--- src/rtl/cpu_pkg.sv ---
// cpu_pkg: shared sequencer states, branch types, opcodes and width defaults
package cpu_pkg;
    localparam int ADDR_W_DEF = 8;
    localparam int OP_W_DEF   = 32;
    typedef enum logic [1:0] {IDLE, FETCH, WAIT, ISSUE} state_t;
    localparam logic [1:0] BR_BZ  = 2'd0;
    localparam logic [1:0] BR_BNZ = 2'd1;
    localparam logic [1:0] BR_JMP = 2'd2;
    localparam logic [1:0] BR_JMR = 2'd3;
    localparam logic [4:0] OP_NOP = 5'd0;
    localparam logic [4:0] OP_JMR = 5'd21;
    // Opcodes 16, 17 and 22..31 are unassigned
    function automatic logic is_illegal_op(input logic [4:0] opc);
        return opc == 5'd16 || opc == 5'd17 || opc >= 5'd22;
    endfunction
endpackage

--- src/rtl/next_pc_calc.sv ---
// next_pc_calc: resolves branch/jump decoder outputs into the next program counter
module next_pc_calc
    import cpu_pkg::*;
#(
    parameter int ADDR_W = ADDR_W_DEF
) (
    input  logic [ADDR_W-1:0] pc_i,
    input  logic              j_i,
    input  logic [1:0]        br_type_i,
    input  logic              zero_i,
    input  logic [ADDR_W-1:0] offset_i,
    input  logic [ADDR_W-1:0] jmr_target_i,
    output logic [ADDR_W-1:0] next_pc_o
);
    logic taken;
    // Taken decision and target select; all additions wrap modulo 2^ADDR_W
    always_comb begin
        taken = j_i && (br_type_i == BR_JMP || br_type_i == BR_JMR ||
                        (br_type_i == BR_BZ && zero_i) || (br_type_i == BR_BNZ && !zero_i));
        next_pc_o = !taken ? pc_i + ADDR_W'(1) :
                    br_type_i == BR_JMR ? jmr_target_i : pc_i + offset_i;
    end
endmodule

--- src/rtl/fetch_sequencer.sv ---
// fetch_sequencer: instruction fetch / PC unit feeding control_unit; optional ILLEGAL_OP_TRAP_EN trap
module fetch_sequencer
    import cpu_pkg::*;
#(
    parameter int                ADDR_W       = ADDR_W_DEF,
    parameter int                OP_W         = OP_W_DEF,
    parameter logic [ADDR_W-1:0] RESET_VECTOR = '0
) (
    input  logic              clk,
    input  logic              reset,
    input  logic              run,
    output logic [ADDR_W-1:0] imem_addr,
    output logic              imem_rd,
    input  logic [OP_W-1:0]   imem_data,
    input  logic              imem_ack,
    output logic [OP_W-1:0]   op,
    output logic [ADDR_W-1:0] address,
    output logic              op_valid,
    input  logic              J,
    input  logic [1:0]        BZ_BNZ_JMP_JMR,
    input  logic [15:0]       im_offset,
    input  logic              zero,
    input  logic [ADDR_W-1:0] jmr_target,
    output logic              halted
`ifdef ILLEGAL_OP_TRAP_EN
    ,
    output logic              illegal_op,
    output logic [ADDR_W-1:0] trap_addr
`endif
);
    state_t            state_q;
    logic [ADDR_W-1:0] pc_q, imem_addr_q, address_q, npc;
    logic [OP_W-1:0]   op_q;
    logic              imem_rd_q, op_valid_q, halted_q;
    logic              trap_q, ack_ill;
    logic              unused_offset_hi;

    assign unused_offset_hi = ^im_offset[15:ADDR_W];

    next_pc_calc #(.ADDR_W(ADDR_W)) u_next_pc (
        .pc_i        (pc_q),
        .j_i         (J),
        .br_type_i   (BZ_BNZ_JMP_JMR),
        .zero_i      (zero),
        .offset_i    (im_offset[ADDR_W-1:0]),
        .jmr_target_i(jmr_target),
        .next_pc_o   (npc)
    );

`ifdef ILLEGAL_OP_TRAP_EN
    logic [ADDR_W-1:0] trap_addr_q;
    assign ack_ill    = is_illegal_op(imem_data[31:27]);
    assign illegal_op = trap_q;
    assign trap_addr  = trap_addr_q;
    // Sticky trap flag and faulting pc, captured when the illegal word is accepted
    always_ff @(posedge clk) begin
        if (reset) begin
            trap_q      <= 1'b0;
            trap_addr_q <= '0;
        end else if (state_q == WAIT && imem_ack && ack_ill) begin
            trap_q      <= 1'b1;
            trap_addr_q <= pc_q;
        end
    end
`else
    assign ack_ill = 1'b0;
    assign trap_q  = 1'b0;
`endif

    // Sequencer FSM; every output is registered so the decoder sees glitch-free levels
    always_ff @(posedge clk) begin
        if (reset) begin
            state_q     <= IDLE;
            pc_q        <= RESET_VECTOR;
            imem_addr_q <= RESET_VECTOR;
            address_q   <= RESET_VECTOR;
            imem_rd_q   <= 1'b0;
            op_q        <= '0;
            op_valid_q  <= 1'b0;
            halted_q    <= 1'b1;
        end else begin
            case (state_q)
                IDLE: if (run && !trap_q) begin
                    state_q     <= FETCH;
                    imem_addr_q <= pc_q;
                    imem_rd_q   <= 1'b1;
                    halted_q    <= 1'b0;
                end
                FETCH: begin
                    state_q   <= WAIT;
                    imem_rd_q <= 1'b0;
                end
                WAIT: if (imem_ack) begin
                    state_q    <= ISSUE;
                    op_q       <= ack_ill ? '0 : imem_data;
                    address_q  <= pc_q;
                    op_valid_q <= 1'b1;
                end
                ISSUE: begin
                    op_valid_q <= 1'b0;
                    pc_q       <= npc;
                    if (run && !trap_q) begin
                        state_q     <= FETCH;
                        imem_addr_q <= npc;
                        imem_rd_q   <= 1'b1;
                    end else begin
                        state_q  <= IDLE;
                        halted_q <= 1'b1;
                    end
                end
            endcase
        end
    end

    assign imem_addr = imem_addr_q;
    assign imem_rd   = imem_rd_q;
    assign op        = op_q;
    assign address   = address_q;
    assign op_valid  = op_valid_q;
    assign halted    = halted_q;
endmodule

--- config.mk ---
export PLATFORM = sky130hd
export DESIGN_NAME = fetch_sequencer
export DESIGN_NICKNAME = d
export VERILOG_FILES = /design/src/rtl/cpu_pkg.sv /design/src/rtl/next_pc_calc.sv /design/src/rtl/fetch_sequencer.sv
export SDC_FILE = /design/constraint.sdc
export NUM_CORES = 1
export LEC_CHECK = 0
export ABC_AREA = 1
export CORE_ASPECT_RATIO = 1.75
export CORE_MARGIN = 5
export CORE_UTILIZATION = 47
export CTS_CLUSTER_DIAMETER = 30
export CTS_CLUSTER_SIZE = 20
export DETAILED_ROUTE_END_ITERATION = 10
export PLACE_DENSITY = 0.85
export SLEW_MARGIN = 10
export SYNTH_ARGS = -nofsm -noshare
export SYNTH_HDL_FRONTEND = slang
export SYNTH_SLANG_ARGS = --single-unit
--- constraint.sdc ---
create_clock -name clk -period 3.24 [get_ports clk]
set_clock_uncertainty 0.2 [all_clocks]
set_input_delay 0.648 -clock clk [delete_from_list [all_inputs] [get_ports clk]]
set_output_delay 0.648 -clock clk [all_outputs]
set_load 0.05 [all_outputs]
==> results of run 1 <==
-- logic make-up (layout without fill, tap and decap cells) --
family                   Yosys count  after routing  synth area share
flip-flops                        61             61             0.424
buffers and inverters             55            162            0.0786
adder cells (fa/ha/maj)           14             14            0.0634
AND/OR/NAND/NOR                  197            197             0.277
AO/OA/AOI/OAI                     84             84             0.151
XOR/XNOR                           2              2           0.00608
-- routing by layer --
| layer | global-route usage | share of wire |
|---|---|---|
| met5 | 0 | 0 |
| met4 | 0.0834 | 0.016 |
| met3 | 0.0423 | 0.057 |
| met2 | 0.384 | 0.52 |
| met1 | 0.222 | 0.40 |
-- worst max path at each step --
stage | from | to | slack [ns] | cells past startpoint
final | im_offset[0] | imem_addr[6] | 0.78 | 15
after CTS | im_offset[0] | imem_addr[6] | 0.78 | 15
after global routing | im_offset[0] | imem_addr[4] | 0.60 | 14
after detailed placement | im_offset[0] | imem_addr[6] | 0.43 | 15
after global placement | im_offset[0] | imem_addr[4] | 0.48 | 14
after floorplan | im_offset[0] | imem_addr[4] | 1.06 | 13
-- state kept, by name, indices dropped and copies added, names as in the netlist --
| register | cells |
|---|---|
| address | 8 |
| halted | 1 |
| imem_addr | 8 |
| imem_rd | 1 |
| op | 32 |
| op_valid | 1 |
| pc_q | 8 |
| state_q | 2 |
-- metrics by stage --
| stage | utilization | hold slack, ns | instance area (µm²) | setup WS (ns) |
|---|---|---|---|---|
| 2_1_floorplan | - | 0.285 | 2880 | 1.06 |
| 5_1_grt | 0.700 | 0.305 | 4150 | 0.602 |
| 4_1_cts | 0.700 | 0.288 | 4150 | 0.778 |
| 3_5_place_dp | 0.671 | 0.273 | 3980 | 0.428 |
| 3_3_place_gp | 0.671 | 0.263 | 3980 | 0.485 |
| 6_report | 0.700 | 0.285 | 4150 | 0.778 |
-- layout make-up --
type / count / area (µm²)
Multi-Input combinational cell: 297 / 1440
Tap cell: 78 / 97.6
Timing Repair Buffer: 109 / 1080
Sequential cell: 61 / 1220
Clock buffer: 15 / 166
Clock inverter: 1 / 5.00
Inverter: 37 / 139
Fill cell: 478 / 1780
-- power by group through the flow --
stage | logic (mW) | registers (mW) | clock network, mW
finish | 1.53 | 1.04 | 0.588
global route | 1.65 | 1.07 | 0.632
CTS | 1.54 | 1.04 | 0.595
detailed placement | 1.53 | 1.06 | 0
global placement | 1.49 | 1.05 | 0
floorplan | 0.518 | 1.57 | 0
-- layout by cell type (no fill, tap or decap), types with 2 or more instances in the layout --
cell type and n:
nand3b_1 4, a21oi_1 17, o21ai_1 21, ha_1 13, nand2_1 70, o211ai_1 3
a31oi_1 4, nand3_1 17, clkbuf_8 11, clkdlybuf4s50_1 106, buf_4 3, or2_1 2
o21ai_0 38, nor2_1 98, dfxtp_1 61, clkbuf_1 4, nand4_1 2, inv_1 31
inv_2 6
-- critical path, stage by stage --
cell and delay, ns:
clkdlybuf4s50_1 0.46, ha_1 0.16, inv_1 0.05, fa_1 0.40, inv_1 0.07, nand2_1 0.04, nand2_1 0.07, nand3b_1 0.13
nand2_1 0.09, nand2_1 0.05, nand3_1 0.07, nand2_1 0.06, nand2_1 0.05, nand2_1 0.06, a21oi_1 0.12
==> impl_metrics.yaml, run 1 <==
outcome:
  outcome: "finished, final reports clean"
cells_and_area:
  antenna_cells: 0
  final_cells: 598
  areaGrowthSynthToFinish_pct: 43.9
  drive_above_1_share: 0.0462
  nets: 593
clock_tree:
  cts_made_buffers: 9
  cts_root_buf: "clkbuf_8"
  clockBufferDepth: 2
  clock_sinks: 61
  cts_resized: 0
  ctsHoldBuffers: 0
  cts_max_level: 3
  post_cts_buffers: 0
  tritoncts: "built"
  clk_pin_slew_ns: 0.06
  clkLatencyLatePin_ns: 0.33
logic_synthesis:
  synth_top_cell_by_area: "dfxtp_1"
  synth.distinct_cells: 27
  synth_area_um2: 2880
  synth_fp_nets: 491
  ys_seq_area_frac: 0.424
  synth_top_flop_cell: "dfxtp_1"
  synth_async_sr_flop_share: 0
  synth_area_leaders: "dfxtp_1 (42%), nor2_1 (13%), nand2_1 (9.1%), o21ai_0 (6.6%), ha_1 (5.6%)"
  yosys.area.top_type_share: 0.424
  post-synth-top-count-cell: "nor2_1"
  syn_avg_cell_area_um2: 6.98
  ys_ff_latch: 61
  ys_warn_count: 0
  netlist_top_cells_count: "nor2_1 (98), nand2_1 (70), dfxtp_1 (61)"
  synth_edf_count: 0
  synthCells: 413
worst_hold_path:
  hold_depth: 2
  hold_start: "op[10]"
  hold_path_class: "flip-flop to flip-flop"
  hold_path_end: "op[10]"
setup_path:
  endpoint_kind: "flip-flop"
  crit_arrival_ns: 2.53
  crit_path_max_fanout: 2
  critPathKind: "primary input to flip-flop"
  r2r_start: "pc_q[0]"
  cp.required_ns: 3.31
  cp-start-kind: "primary input"
  worstRegToRegCells: 14
  timing.reg2reg.setup_slack_ns: 1.11
  r2r-end: "imem_addr[6]"
power_and_ir_drop:
  seq_power_share: 0.330
  p_int_mw: 1.78
  p_comb_frac: 0.484
  switching_share: 0.437
  switchingPower_mw: 1.38
  p_total_mw: 3.16
  power_density_nw_per_um2: 762
  ir_drop_mv: 0.278
  power_leakage_nw: 1.77
  clkPwrFrac: 0.186
global_route:
  grt_pass1_vias: 2794
  grt.overflow.total: 0
  grt_pass1_wl_um: 13100
  grt_max_degree: 51
  grt.total_usage: 0.205
  antenna_found_initial: 0
detailed_routing:
  wl_um: 7970
  routedWlPerCell_um: 13.3
  vias_per_cell: 4.99
  drtPass1Iterations: 4
  drt_iter0_markers: 185
  num_vias: 2984
  antenna_left: 0
  drc_errors: 0
timing:
  finalHoldViolations: 0
  fmax_ghz: 0.406
  finalSetupViolations: 0
  slew_headroom: 0.499
  layout_min_cycle_time_ns: 2.46
  rsz0062_at_grt: "no"
  tightest_slew_ns: 0.750
  fin_crit_sh: 0.760
  tns_ns: 0
  slew_viol_final: 0
place:
  gp_congestion: 0.881
  placed_cells: 582
  numPortBuffers: 106
  hpwl_um: 6040
die:
  rows: 37
  ios: 115
  placeableCoreArea_um2: 5930
  die_w_um: 69.2
  start_util: 0.486
  dieArea_um2: 7860
  die_y_um: 114
flow_run:
  drv_cap: 0
(Power assumes the default switching activity.)
==> run 2, diff against run 1 <==
CORE_UTILIZATION = 39   (was 47)
PLACE_DENSITY = 0.75   (was 0.85)
clock period = 2 ns   (was 3.24 ns; I/O delays follow)
==> run 2 against run 1 <==
- clock power rose to 3.0 times the previous value
- largest power group unchanged
- register-to-register slack lost 1.0 ns
- non-clock buffer count is 17 higher
- clock-buffer cell count down 3
- cell count is 4.2% higher
- highest routed layer unchanged
- die area increased by 18%
==> impl_metrics.yaml, run 2 (synthesis results as in run 1) <==
timing:
  tns_ns: 0
  fin_hold_ws_ns: 0.280
  tightest_slew_ns: 0.375
  fin_crit_sh: 0.963
  finalHoldViolations: 0
  slew_headroom: 0.749
  layout_min_cycle_time_ns: 1.93
  rsz0062_at_grt: "yes"
  slew_viol_final: 0
  finalSetupViolations: 0
  fmax_ghz: 0.519
global_route:
  grt.total_usage: 0.179
  grt_max_degree: 34
  grt_pass1_wl_um: 12800
  grt_pass1_vias: 2964
  grt.overflow.total: 0
  antenna_found_initial: 0
worst_hold_path:
  hold_start: "op[24]"
  hold_depth: 2
  hold_path_class: "flip-flop to flip-flop"
  hold_path_end: "op[24]"
setup_path:
  crit_arrival_ns: 1.98
  path_common_cell: "nand2_1"
  cp_slowest_stage_delay_ns: 0.36
  endpoint_kind: "flip-flop"
  worstRegToRegCells: 14
  slowest_stage: "dfxtp_2"
  r2r-end: "imem_addr[6]"
  r2r_start: "pc_q[0]"
  crit_path_max_fanout: 2
  critPathKind: "flip-flop to flip-flop"
  cp_cell_sequence: "ha_4 > inv_2 > fa_2 > inv_2 > nand2_2 > nand2_2 > nand3b_1 > nand2_1 > nand2_1 > nand3_1 > nand2_1 > nand2_1 > nand2_2 > a21oi_2"
  cp-start-kind: "flip-flop"
  timing.reg2reg.setup_slack_ns: 0.07
  cp.required_ns: 2.05
power_and_ir_drop:
  switchingPower_mw: 2.34
  power_density_nw_per_um2: 1340
  p_int_mw: 3.62
  power_leakage_nw: 2.06
  ir_drop_mv: 0.577
  clkPwrFrac: 0.292
  seq_power_share: 0.286
  p_total_mw: 5.95
  switching_share: 0.392
  p_comb_frac: 0.421
clock_tree:
  cts_max_level: 3
  clk_pin_slew_ns: 0.05
  ctsHoldBuffers: 0
  clock_sinks: 61
  cts_made_buffers: 9
  clkLatencyLatePin_ns: 0.32
  clockBufferDepth: 2
  cts_root_buf: "clkbuf_16"
  tritoncts: "built"
cells_and_area:
  fin_util: 0.614
  nets: 610
  largest_reg_flops: 32
  most-common-layout-cells: "nor2_1 (96), buf_4 (68), nand2_1 (67), dfxtp_1 (59), clkdlybuf4s50_1 (51)"
  final_common_cell: "nor2_1"
  final_area_um2: 4440
  antenna_cells: 0
  drive_above_1_share: 0.207
  areaGrowthSynthToFinish_pct: 53.9
outcome:
  outcome: "finished, final reports clean"
detailed_routing:
  num_vias: 3059
  vias_per_cell: 4.91
  routedWlPerCell_um: 13.2
  drtPass1Iterations: 4
  wl_um: 8230
  drc_errors: 0
  antenna_left: 0
  drt_iter0_markers: 73
place:
  gp_congestion: 0.812
  placed_area_um2: 4020
  numPortBuffers: 106
  hpwl_um: 6230
flow_run:
  drv_cap: 0
die:
  rows: 41
  die_y_um: 124
  placeableCoreArea_um2: 7230
  die_w_um: 75.0
  dieArea_um2: 9280
  start_util: 0.399
  ios: 115
-- run 2: per-layer routing --
layer  GRT usage  wire [µm]  vias up
li1            -          -     1566
met5           0          0        -
met1       0.184       3060     1358
met3      0.0404        674       14
met4      0.0835        190        0
met2       0.329       4310      121
-- run 2: final cells by class --
| class | count | area (µm²) |
|---|---|---|
| Inverter | 37 | 139 |
| Clock buffer | 12 | 246 |
| Tap cell | 86 | 108 |
| Clock inverter | 4 | 95.1 |
| Timing Repair Buffer | 126 | 1120 |
| Multi-Input combinational cell | 297 | 1500 |
| Sequential cell | 61 | 1220 |
| Fill cell | 642 | 2800 |
-- run 2: critical path: cells and delay by family (launching register included) --
kind | cells | cell delay, ns
buf+inv | 2 | 0.10
fa+ha+maj | 2 | 0.49
simple gates | 9 | 0.62
flops | 1 | 0.36
compound gates | 1 | 0.10
-- run 2: worst max-delay path by stage --
stage | start | end | slack [ns] | cells after the start
6_report | pc_q[0] | imem_addr[6] | 0.07 | 14
5_1_grt | pc_q[0] | imem_addr[6] | -0.06 | 14
4_1_cts | im_offset[3] | imem_addr[4] | 0.006 | 10
3_5_place_dp | im_offset[0] | imem_addr[4] | -0.54 | 14
3_3_place_gp | im_offset[0] | imem_addr[4] | -0.49 | 14
2_1_floorplan | im_offset[0] | imem_addr[4] | 0.07 | 13
-- run 2: what timing repair did --
action | CTS | global route
pin swaps | 6 | 14
buffers inserted | 0 | 0
resized for setup | 8 | 15
endpoints found under the hold margin | 0 | 0
endpoints found under the setup margin | 9 | 12
-- run 2: power groups by stage --
stage	sequential (mW)	combinational, mW	clock [mW]
3_5_place_dp	1.72	2.47	0
3_3_place_gp	1.70	2.44	0
4_1_cts	1.70	2.50	1.77
2_1_floorplan	2.54	0.839	0
5_1_grt	1.74	2.72	1.84
6_report	1.70	2.51	1.74
-- run 2: per-stage QoR --
step                setup slack [ns]  std cells
floorplan                     0.0668        413
global placement              -0.487        607
detailed placement            -0.538        607
CTS                          0.00622        623
global route                 -0.0582        623
finish                        0.0743        623
==> run 3, diff against run 2 <==
CORE_MARGIN = 2   (was 5)
CTS_CLUSTER_SIZE = default   (was 20)
==> run 3 against run 2 <==
- power shrank 4.8%
- utilization shrank 0.084 points
- clock power shrank 17%
- sequential cell count is the same
- via count shrank 0.75%
- critical path depth shrank 3
- largest power group unchanged
- die area shrank 12%
- sequential share of layout area grew 0.26 points
- register-to-register slack is essentially flat
- combinational power is essentially flat
- setup slack lost 0.0060 ns
==> impl_metrics.yaml, run 3 (synthesis results as in run 1) <==
power_and_ir_drop:
  p_total_mw: 5.67
  power_leakage_nw: 2.02
  power_density_nw_per_um2: 1290
  p_int_mw: 3.35
  switchingPower_mw: 2.31
  ir_drop_mv: 0.552
  switching_share: 0.408
  clkPwrFrac: 0.256
  seq_power_share: 0.299
  p_comb_frac: 0.445
detailed_routing:
  vias_per_cell: 4.88
  wl_um: 7940
  drt_iter0_markers: 81
  drtPass1Iterations: 4
  antenna_left: 0
  drc_errors: 0
  num_vias: 3036
  routedWlPerCell_um: 12.8
setup_path:
  endpoint_kind: "flip-flop"
  crit_buf_inv: 1
  critPathKind: "primary input to flip-flop"
  slowest_stage: "clkdlybuf4s50_1"
  cp_top_family: "simple AND/OR/NAND/NOR gates"
  cp_slowest_stage_delay_ns: 0.51
  path_common_cell: "nand2_1"
  crit_arrival_ns: 1.94
  cp-start-kind: "primary input"
  cp_cell_sequence: "clkdlybuf4s50_1 > ha_4 > or2_4 > nand3b_1 > nand2_1 > nand2_1 > nand3_1 > nand2_1 > nand2_1 > nand2_2 > a21oi_1"
  crit_path_max_fanout: 4
  cp.required_ns: 2.01
timing:
  slew_viol_final: 0
  setup_slack_ns: 0.0683
  tns_ns: 0
  fin_crit_sh: 0.966
  slew_headroom: 0.744
  fmax_ghz: 0.518
  rsz0062_at_grt: "yes"
  layout_min_cycle_time_ns: 1.93
  finalSetupViolations: 0
  tightest_slew_ns: 0.383
  finalHoldViolations: 0
die:
  dieArea_um2: 8120
  die_w_um: 69.0
  die_y_um: 118
  placeableCoreArea_um2: 7180
  ios: 115
  start_util: 0.401
  rows: 41
clock_tree:
  clockBufferDepth: 2
  clk_pin_slew_ns: 0.05
  tritoncts: "built"
  clkLatencyLatePin_ns: 0.32
  cts_max_level: 3
  clock_sinks: 61
  cts_root_buf: "clkbuf_16"
  cts_made_buffers: 9
  ctsHoldBuffers: 0
cells_and_area:
  drive_above_1_share: 0.209
  largest_reg_flops: 32
  final_common_cell: "nor2_1"
  antenna_cells: 0
  fillers: 655
  areaGrowthSynthToFinish_pct: 52.6
  multiInputGateArea_um2: 1520
  nets: 609
  seq_area_um2: 1220
  final_cells: 622
  most-common-layout-cells: "nor2_1 (97), buf_4 (67), nand2_1 (64), dfxtp_1 (60), clkdlybuf4s50_1 (52)"
place:
  dp_slack_ns: -0.554
  hpwl_um: 5870
  placed_cells: 605
  gp_congestion: 0.854
  numPortBuffers: 106
worst_hold_path:
  hold_path_class: "flip-flop to flip-flop"
global_route:
  grt.total_usage: 0.197
  grt_max_degree: 51
  antenna_found_initial: 0
  grt.overflow.total: 0
  grt_pass1_vias: 2796
  grt_pass1_wl_um: 12200
outcome:
  outcome: "finished, final reports clean"
flow_run:
  drv_cap: 0
## run 3: worst register-to-register path: stages, from the launching register on
cell and delay (ns):
dfxtp_4 0.36, ha_4 0.14, inv_2 0.04, fa_2 0.36, inv_2 0.07, nand2_2 0.04, nand2_2 0.06, nand3b_1 0.12
nand2_1 0.09, nand2_1 0.05, nand3_1 0.06, nand2_1 0.05, nand2_1 0.06, nand2_2 0.06, a21oi_2 0.13
## run 3: metrics by stage
step / utilization / instance area, µm² / hold WS [ns]
2_1_floorplan: - / 2880 / 0.285
3_3_place_gp: 0.558 / 4010 / 0.266
3_5_place_dp: 0.558 / 4010 / 0.275
4_1_cts: 0.601 / 4310 / 0.286
5_1_grt: 0.613 / 4400 / 0.303
6_report: 0.613 / 4400 / 0.279
## run 3: final timing paths
path	start	end	slack, ns	cells after the start
worst max-delay path	im_offset[2]	imem_addr[5]	0.07	11
worst min-delay path	op[28]	op[28]	0.28	2
worst max register to register	pc_q[0]	imem_addr[6]	0.07	14
worst min register to register	op[28]	op[28]	0.28	2
## run 3: power by group through the flow
stage / registers [mW] / logic [mW] / clock network (mW)
floorplan: 2.54 / 0.839 / 0
global placement: 1.70 / 2.43 / 0
detailed placement: 1.71 / 2.47 / 0
CTS: 1.69 / 2.48 / 1.49
global route: 1.72 / 2.73 / 1.53
finish: 1.69 / 2.52 / 1.45
## run 3: timing repair
item / in CTS / in global routing
endpoints found under the setup margin: 10 / 11
pin swaps: 5 / 16
setup buffers: 0 / 1
gates resized for setup: 7 / 19
## run 3: metal layers
metal	vias to the layer above	GRT usage	wire length, µm
met3	18	0.0497	580
met4	0	0.0809	181
li1	1563	-	-
met1	1335	0.203	3100
met2	120	0.358	4080
met5	-	0	0
## run 3: final cells by class
| class | count | area share |
|---|---|---|
| multi-input cells | 297 | 0.346 |
| inverters | 37 | 0.0316 |
| clock buffers | 16 | 0.0662 |
| flip-flops and latches | 61 | 0.278 |
| well taps | 86 | 0.0245 |
| repair buffers | 125 | 0.253 |
==> variant, RTL diff (flow settings as in run 2) <==
The option `ILLEGAL_OP_TRAP_EN` is turned on by a define.
--- a/src/rtl/fetch_sequencer.sv
+++ b/src/rtl/fetch_sequencer.sv
@@ -1,3 +1,5 @@
 // fetch_sequencer: instruction fetch / PC unit feeding control_unit; optional ILLEGAL_OP_TRAP_EN trap
+`define ILLEGAL_OP_TRAP_EN
+
 module fetch_sequencer
     import cpu_pkg::*;
Check against the original RTL (old outputs only; new: illegal_op and trap_addr): not equivalent (Yosys sat finds a counterexample within 4 cycles, from zero or initial values and one cycle with reset high).
==> variant against run 2 <==
Power shrank 1.2%. Area after synthesis rose by 14%. Routed wire length increased by 12%. Worst setup slack improved by 0.014 ns. Sequential share of layout area rose by 1.1 points. Design area increased by 10%. Synthesized cell count is 11% higher. Sequential cell count is 9 higher. Maximum frequency increased by 0.76%. Critical path depth decreased by 1.
==> variant: results (changes against run 2) <==
* Run status: complete, no violations
* Leak Pwr at 2.20 nW (+7.0%)
* Register area share after synthesis at 0.425 (+0.00128)
* Worst hold endpoint: address[7]
* Top cells by count, synth: nand2_1, nor2_1, dfxtp_1
* Post-Synthesis Cells at 459 (+11%)
* Layout cells sized above 1 at 0.205 (-0.00166)
* Iter 0 DRT Violations at 90 (+23%)
* Layout Cells excl Fill at 687 (+10%)
* Crit path DAT at 1.94 ns (-0.04 ns)
* Nets at 668 (+9.5%)
* Worst-Margin Slew at 0.293 ns (-0.0820 ns)
* DRT Pass-1 Iters at 4 (unchanged)
* Hold slack at 0.267 ns (-0.0133 ns)
* Ranking of synthesized cells by area: dfxtp_1, nand2_1, nor2_1
* End of the worst register-to-register path: imem_addr[4]
* All-layer global routing usage at 0.177 (-0.00118)
* Global-route wire length before repair at 15.1 mm (+18%)
* Syn nets at 537 (+9.4%)
* HP Start: address[7]
* Count of input and output buffers at 115 (+8.5%)
* Reg2Reg Depth at 13 (-1)
* Library cells used by synthesis at 34 (+26%)
* RePlAce Congestion at 0.843 (+3.9%)
* DP Area at 4540 um^2 (+13%)
* Pre-CTS setup slack at -0.554 ns (-0.0162 ns)
* R2R Setup Slk at 0.09 ns
* Total number of vias at 3496 (+14%)
* Drt total wl at 9.25 mm (+12%)
* HPWL Detailed at 7.33 mm (+18%)
* Cells on Worst Hold Path at 2 (unchanged)
* Maximum VDD drop at 0.516 mV (-11%)
* Max-cap violations at 0 (unchanged)
* CP Launch Point: pc_q[0]
* Ant. Diodes at 0 (unchanged)
* Vias in the first global route at 3319 (+12%)
-- variant: cell types whose count changed after synthesis, moves of 6 or more --
cell,delta
dfxtp_1,+9
nor3_1,+30
inv_2,-6
o21ai_0,+10
o21ai_1,-20
nor2_1,-24
a211oi_1,+8
a21oi_1,+7
nand2_1,+12
inv_1,+8
-- variant: metal layers --
layer / routed length [um] / GRT usage
met2: 4770 / 0.317
met1: 3600 / 0.198
met3: 700 / 0.0438
met5: 0 / 0
met4: 176 / 0.0660
-- variant: how the worst max path moves through the flow --
stage	endpoint	cells after the start	slack (ns)
floorplan	imem_addr[4]	13	0.03
global placement	imem_addr[4]	14	-0.48
detailed placement	imem_addr[4]	14	-0.55
CTS	imem_addr[4]	10	0.01
global route	imem_addr[6]	14	-0.02
finish	imem_addr[4]	13	0.09
-- variant: power breakdown --
group / total [mW] / leakage, nW / switching, mW / internal (mW)
Combinational: 2.45 / 1.49 / 1.61 / 0.846
Sequential: 1.86 / 0.571 / 0.179 / 1.68
Clock: 1.57 / 0.138 / 0.605 / 0.965
-- variant: final cells by class --
cell class	instances	area [um^2]
fillers	775	3360
multi-input cells	326	1670
flip-flops and latches	70	1400
repair buffers	143	1260
clock buffers	9	225
inverters	40	150
well taps	92	115
clock inverters	7	75.1
-- variant: logic make-up after synthesis --
family / count (synthesis) / share of synthesized area
AND/OR/NAND/NOR: 220 / 0.283
AO/OA/AOI/OAI: 90 / 0.149
flip-flops: 70 / 0.425
buffers and inverters: 63 / 0.0827
adder cells (fa/ha/maj): 14 / 0.0554
XOR/XNOR: 2 / 0.00531
-- variant: tightest hold or removal path: cells and delay by family, from the launching register on --
family	cells	cell delay, ns
DFF	1	0.31
and+or+nand+nor	1	0.06
AOI/OAI and AO/OA	1	0.05
-- variant: timing repair --
item / 4_1_cts / 5_1_grt
gates resized for setup: 7 / 10
pin swaps: 4 / 11
buffers inserted: 1 / 1
setup endpoints to repair: 7 / 12
cloned: 0 / 0
